**src/rtl/ifu_prefetch.sv**
```systemverilog
// ifu_prefetch: credit-limited sequential prefetcher feeding a PC-tagged instruction queue to the IDU
module ifu_prefetch #(
  parameter int ADDR_WIDTH = 32,
  parameter int INST_WIDTH = 32,
  parameter int FIFO_DEPTH = 4,
  parameter logic [ADDR_WIDTH-1:0] RESET_PC = ADDR_WIDTH'(32'h8000_0000)
) (
  input  logic                  clk,
  input  logic                  rst,
  output logic                  req_valid_icache_o,
  input  logic                  req_ready_icache_i,
  output logic [ADDR_WIDTH-1:0] req_addr_icache_o,
  input  logic                  resp_valid_icache_i,
  input  logic [INST_WIDTH-1:0] resp_instr_icache_i,
  output logic                  instr_valid_idu_o,
  input  logic                  instr_ready_idu_i,
  output logic [INST_WIDTH-1:0] instr_idu_o,
  output logic [ADDR_WIDTH-1:0] pc_idu_o,
  input  logic                  redirect_valid_exeu_i,
  input  logic [ADDR_WIDTH-1:0] redirect_pc_exeu_i
);
  localparam int PW = $clog2(FIFO_DEPTH);
  localparam int CW = $clog2(FIFO_DEPTH + 1);
  localparam logic [ADDR_WIDTH-1:0] INC = ADDR_WIDTH'(INST_WIDTH / 8);
  localparam logic [CW:0] DEPTH = (CW + 1)'(FIFO_DEPTH);
  logic [ADDR_WIDTH-1:0] fetch_pc_q, fetch_pc_d, resp_pc_q, resp_pc_d, redir_pc;
  logic [CW-1:0] out_q, out_d, drop_q, drop_d, cnt_q, cnt_d;
  logic [PW-1:0] head_q, head_d, tail_q, tail_d;
  logic [ADDR_WIDTH-1:0] pc_mem [FIFO_DEPTH];
  logic [INST_WIDTH-1:0] ins_mem [FIFO_DEPTH];
  logic redir, issue, push, pop;
  assign redir = redirect_valid_exeu_i;
  assign redir_pc = redirect_pc_exeu_i & ~ADDR_WIDTH'(3);
  assign req_valid_icache_o = !rst && !redir && ({1'b0, cnt_q} + {1'b0, out_q} < DEPTH);
  assign req_addr_icache_o = fetch_pc_q;
  assign issue = req_valid_icache_o && req_ready_icache_i;
  assign push = resp_valid_icache_i && !redir && drop_q == '0;
  assign instr_valid_idu_o = !rst && cnt_q != '0;
  assign pop = instr_valid_idu_o && instr_ready_idu_i;
  assign instr_idu_o = ins_mem[head_q];
  assign pc_idu_o = pc_mem[head_q];
  always_comb begin
    out_d = out_q + CW'(issue) - CW'(resp_valid_icache_i);
    drop_d = redir ? out_d : drop_q - CW'(resp_valid_icache_i && drop_q != '0);
    fetch_pc_d = redir ? redir_pc : issue ? fetch_pc_q + INC : fetch_pc_q;
    resp_pc_d = redir ? redir_pc : push ? resp_pc_q + INC : resp_pc_q;
    cnt_d = redir ? '0 : cnt_q + CW'(push) - CW'(pop);
    head_d = redir ? '0 : head_q + PW'(pop);
    tail_d = redir ? '0 : tail_q + PW'(push);
  end
  always_ff @(posedge clk) begin
    if (rst) begin
      fetch_pc_q <= RESET_PC;
      resp_pc_q <= RESET_PC;
      out_q <= '0;
      drop_q <= '0;
      cnt_q <= '0;
      head_q <= '0;
      tail_q <= '0;
    end else begin
      fetch_pc_q <= fetch_pc_d;
      resp_pc_q <= resp_pc_d;
      out_q <= out_d;
      drop_q <= drop_d;
      cnt_q <= cnt_d;
      head_q <= head_d;
      tail_q <= tail_d;
    end
  end
  always_ff @(posedge clk) begin
    if (push) begin
      pc_mem[tail_q] <= resp_pc_q;
      ins_mem[tail_q] <= resp_instr_icache_i;
    end
  end
  always_ff @(posedge clk) begin
    if (!rst && push) assert (cnt_q != CW'(FIFO_DEPTH));
  end
endmodule
```
**config.mk**
```make
export PLATFORM = sky130hd
export DESIGN_NAME = ifu_prefetch
export DESIGN_NICKNAME = d
export VERILOG_FILES = /design/src/rtl/ifu_prefetch.sv
export SDC_FILE = /design/constraint.sdc
export NUM_CORES = 1
export LEC_CHECK = 0
export ABC_CLOCK_PERIOD_IN_PS = 10150
export BUFFER_PORTS_ARGS = -buffer_cell sky130_fd_sc_hd__clkbuf_2
export CORE_ASPECT_RATIO = 0.7
export CORE_MARGIN = 2
export CORE_UTILIZATION = 35
export DETAILED_ROUTE_END_ITERATION = 8
export PLACE_DENSITY = 0.62
export SETUP_SLACK_MARGIN = 0.3
export SYNTH_ARGS = -nofsm -noshare
export SYNTH_HDL_FRONTEND = slang
export SYNTH_SLANG_ARGS = --single-unit
```
**constraint.sdc**
```tcl
create_clock -name clk -period 10.15 [get_ports clk]
set_input_delay 1.015 -clock clk [delete_from_list [all_inputs] [get_ports clk]]
set_output_delay 1.015 -clock clk [all_outputs]
set_load 0.01 [all_outputs]
```
==> reports/metrics.csv <==
stage,metric,value,unit
cts,clockBufferDepth,3,
timing,report.final.hold_viol_count,0,
timing,rsz_0062_raised_after_global_routing,false,
drt,remaining_number_of_nets_flagged_by_the_antenna_check_after_routing,0,
setup_path,cp.arrival,4.65,ns
global_routing,gr-usage-all-layers,16.06,%
cts,cts_resized,0,
die,i_o_pins,168,
die,die_height,167.2,µm
timing,setup_viol_count_final,0,
pwr,switching_share,23.58,%
timing,max_slew_margin,34.54,%
drt,detail_route.wirelength,32.30,mm
pwr,switching_power,0.7083,mW
setup_path,worst-path-max-fanout,53,
logic_synthesis,postSynthCellCount,870,
die,fp.dieArea,0.03963,mm²
logic_synthesis,syn-mean-instance-area,15.30,µm²
cts,clock_sinks,321,
logic_synthesis,synth_seq_cells,321,
timing,timing.final.crit_period,4.274,ns
cts,clkSlewWorstSetupHoldPaths,0.06,ns
cts,cts_root_buf,sky130_fd_sc_hd__clkbuf_16,
cells_and_area,final_common_cell,sky130_fd_sc_hd__edfxtp_1,
cells_and_area,area_delta_synth_final,18.00,%
logic_synthesis,post_synth_instance_area,0.01331,mm²
timing,hold-worst-slack,0.5247,ns
setup_path,crit_slowest_cell,sky130_fd_sc_hd__or4b_4,
logic_synthesis,number_of_synthesized_flops_with_an_enable_pin,248,
global_routing,first_global_vias,8204,
die,core_region_area,0.03735,mm²
cells_and_area,num-fill-cells,3407,
timing,final_min_period_over_clock_period,42.11,%
cts,cts.htree.levels,2,
pwr,peakVddDrop,0.1061,mV
logic_synthesis,synthArstFlopShare,0,%
cells_and_area,antenna_diodes,0,
setup_path,path_cells,clkbuf_2 > buf_4 > or4b_4 > nor2_1 > clkinv_1 > ha_1 > inv_1 > ha_1 > fa_1 > xnor2_1 > nor2_1 > a2bb2oi_1,
global_routing,grt_max_degree,63,
drt,vias,8418,
drt,vias_per_cell,5.459,
drt,remaining_drc_errors,0,
setup_path,cp_launch_type,primary input,
pwr,seqPwrFrac,50.9,%
setup_path,max_stage_delay,0.65,ns
logic_synthesis,netlist-cell-type-count,63,
cells_and_area,multi_input_area,0.004104,mm²
setup_path,timing.reg2reg.worst_path_depth,11,
cts,cts.hold.buffers_added,0,
timing,tightest_slew,0.9819,ns
logic_synthesis,ys_dominant_reg_cell,sky130_fd_sc_hd__edfxtp_1,
setup_path,critical_path_required,10.53,ns
logic_synthesis,ys_warnings,0,
logic_synthesis,sequential_fraction_of_the_synthesis_area,66.93,%
pwr,cellPowerDensity,191.2,mW/mm²
drt,wl_per_cell,20.95,µm
die,std_cell_rows,59,
timing,setup_total_negative_slack,0,ns
global_routing,global_route_overflow,0,
pwr,p_leak,5.277,nW
setup_path,cp_capture_type,flop,
pwr,p_comb_share,8.5,%
cells_and_area,final_net_count,1114,
placement,hpwlAfterDp,20.61,mm
placement,port-buffer-count,161,
die,starting_density,35.63,%
cells_and_area,final_cell_mix,"248 x sky130_fd_sc_hd__edfxtp_1, 161 x sky130_fd_sc_hd__clkbuf_2, 71 x sky130_fd_sc_hd__dfxtp_1",
cts,source_to_sink_clock_delay_at_the_later_pin_of_the_worst_skew_pair,0.52,ns
min_path,hold_path.class,flop to flop,
placement,routability_congestion_estimate_from_global_placement,0.8277,
cells_and_area,layout-drive-gt1-share,28.56,%
cells_and_area,seqCellArea,0.008914,mm²
cts,number_of_cts_inserted_buffers,34,
cts,postCtsSetupBuffers,0,
setup_path,path_class,primary input to flop,
flow_run,drv_cap,0,
drt,dr.first_iter.drc_count,752,
timing,skew,0.01860,ns
drt,firstDrtPassIters,5,
die,fp.dieW,237.1,µm
cts,tritoncts,yes,
global_routing,antenna_found_initial,1,
pwr,p_clk_share,40.5,%
global_routing,first_pass_grt_wire_length,49.10,mm
pwr,total_power,3.003,mW
timing,fmax,234.0,MHz
pwr,p_int,2.295,mW
min_path,min_path_cells,2,
outcome,outcome,finished clean,
timing,finalMaxSlewViolations,0,
cell families after synthesis:
logic type	Yosys count	share of synthesized area, %
compound gates	134	7.135
xor+xnor	17	1.119
fa+ha+maj	14	1.429
buf+inv	77	2.463
flops	321	66.93
mux	62	10.49
other cells	1	0.02817
simple gates	244	10.41
layer usage:
metal  vias to the layer above  track usage (%)  wire length [µm]  share of wire, %
met4                         0            3.445               558               1.7
met1                      4227            23.91             15160                47
met5                         -                0                 0                 0
li1                       3823                -                 -                 -
met2                       318            23.80             13870                43
met3                        50            4.022              2710               8.4
area by class of cell:
cell class | instances | area share, %
clock buffer | 39 | 5.672
clock inverter | 21 | 1.283
inverter | 26 | 0.6214
multi-input combinational | 475 | 26.13
sequential | 321 | 56.75
tap | 488 | 3.888
timing repair buffer | 172 | 5.656
worst max-delay path: cells and delay by family:
kind | cells | cell delay (ns)
buf+inv | 4 | 0.96
fa+ha+maj | 3 | 1.00
xor+xnor | 1 | 0.16
simple gates | 3 | 1.35
compound gates | 1 | 0.14
sequential cells by signal, indices dropped and copies added, names as in the netlist:
signal	cells
ins_mem	128
out_q	3
tail_q	2
req_addr_icache_o	30
cnt_q	3
drop_q	3
head_q	2
pc_mem	120
resp_pc_q	30
Yosys cell counts, drive strengths merged (14+ instances only):
cell type	n	area (µm²)
clkbuf	35	131.4
o21a	14	105.1
mux4	62	1396
a31oi	22	137.6
or4	14	108.9
nor4	15	93.84
dfxtp	73	1461
nand3	26	130.1
edfxtp	248	7447
nand4	26	162.7
and3	17	106.4
nor2	32	120.1
nand2	40	150.1
inv	25	93.84
buf	16	98.84
or3	14	87.58
nor3	17	85.08
o21ai	22	110.1
stage by stage:
step | setup WS, ns | cells | utilization (%) | instance area, µm²
2_1_floorplan | 3.156 | 873 | - | 13320
3_3_place_gp | 5.403 | 1482 | 39.12 | 14610
3_5_place_dp | 5.326 | 1482 | 39.12 | 14610
4_1_cts | 5.882 | 1542 | 42.05 | 15710
5_1_grt | 5.652 | 1542 | 42.05 | 15710
6_report | 5.876 | 1542 | 42.05 | 15710
power groups by stage:
stage	Sequential, mW	Clock [mW]	Combinational (mW)
2_1_floorplan	1.55	0	0.154
3_3_place_gp	1.55	0	0.255
3_5_place_dp	1.56	0	0.259
4_1_cts	1.53	1.25	0.259
5_1_grt	1.54	1.31	0.281
6_report	1.53	1.22	0.256
worst paths after layout:
kind	start	end	slack [ns]
worst max register to register	out_q[1]	drop_q[2]	6.29
worst min register to register	req_addr_icache_o[3]	req_addr_icache_o[3]	0.52
worst min-delay path	req_addr_icache_o[3]	req_addr_icache_o[3]	0.52
worst max-delay path	redirect_valid_exeu_i	drop_q[2]	5.88
Power figures use the tool's default switching activity.
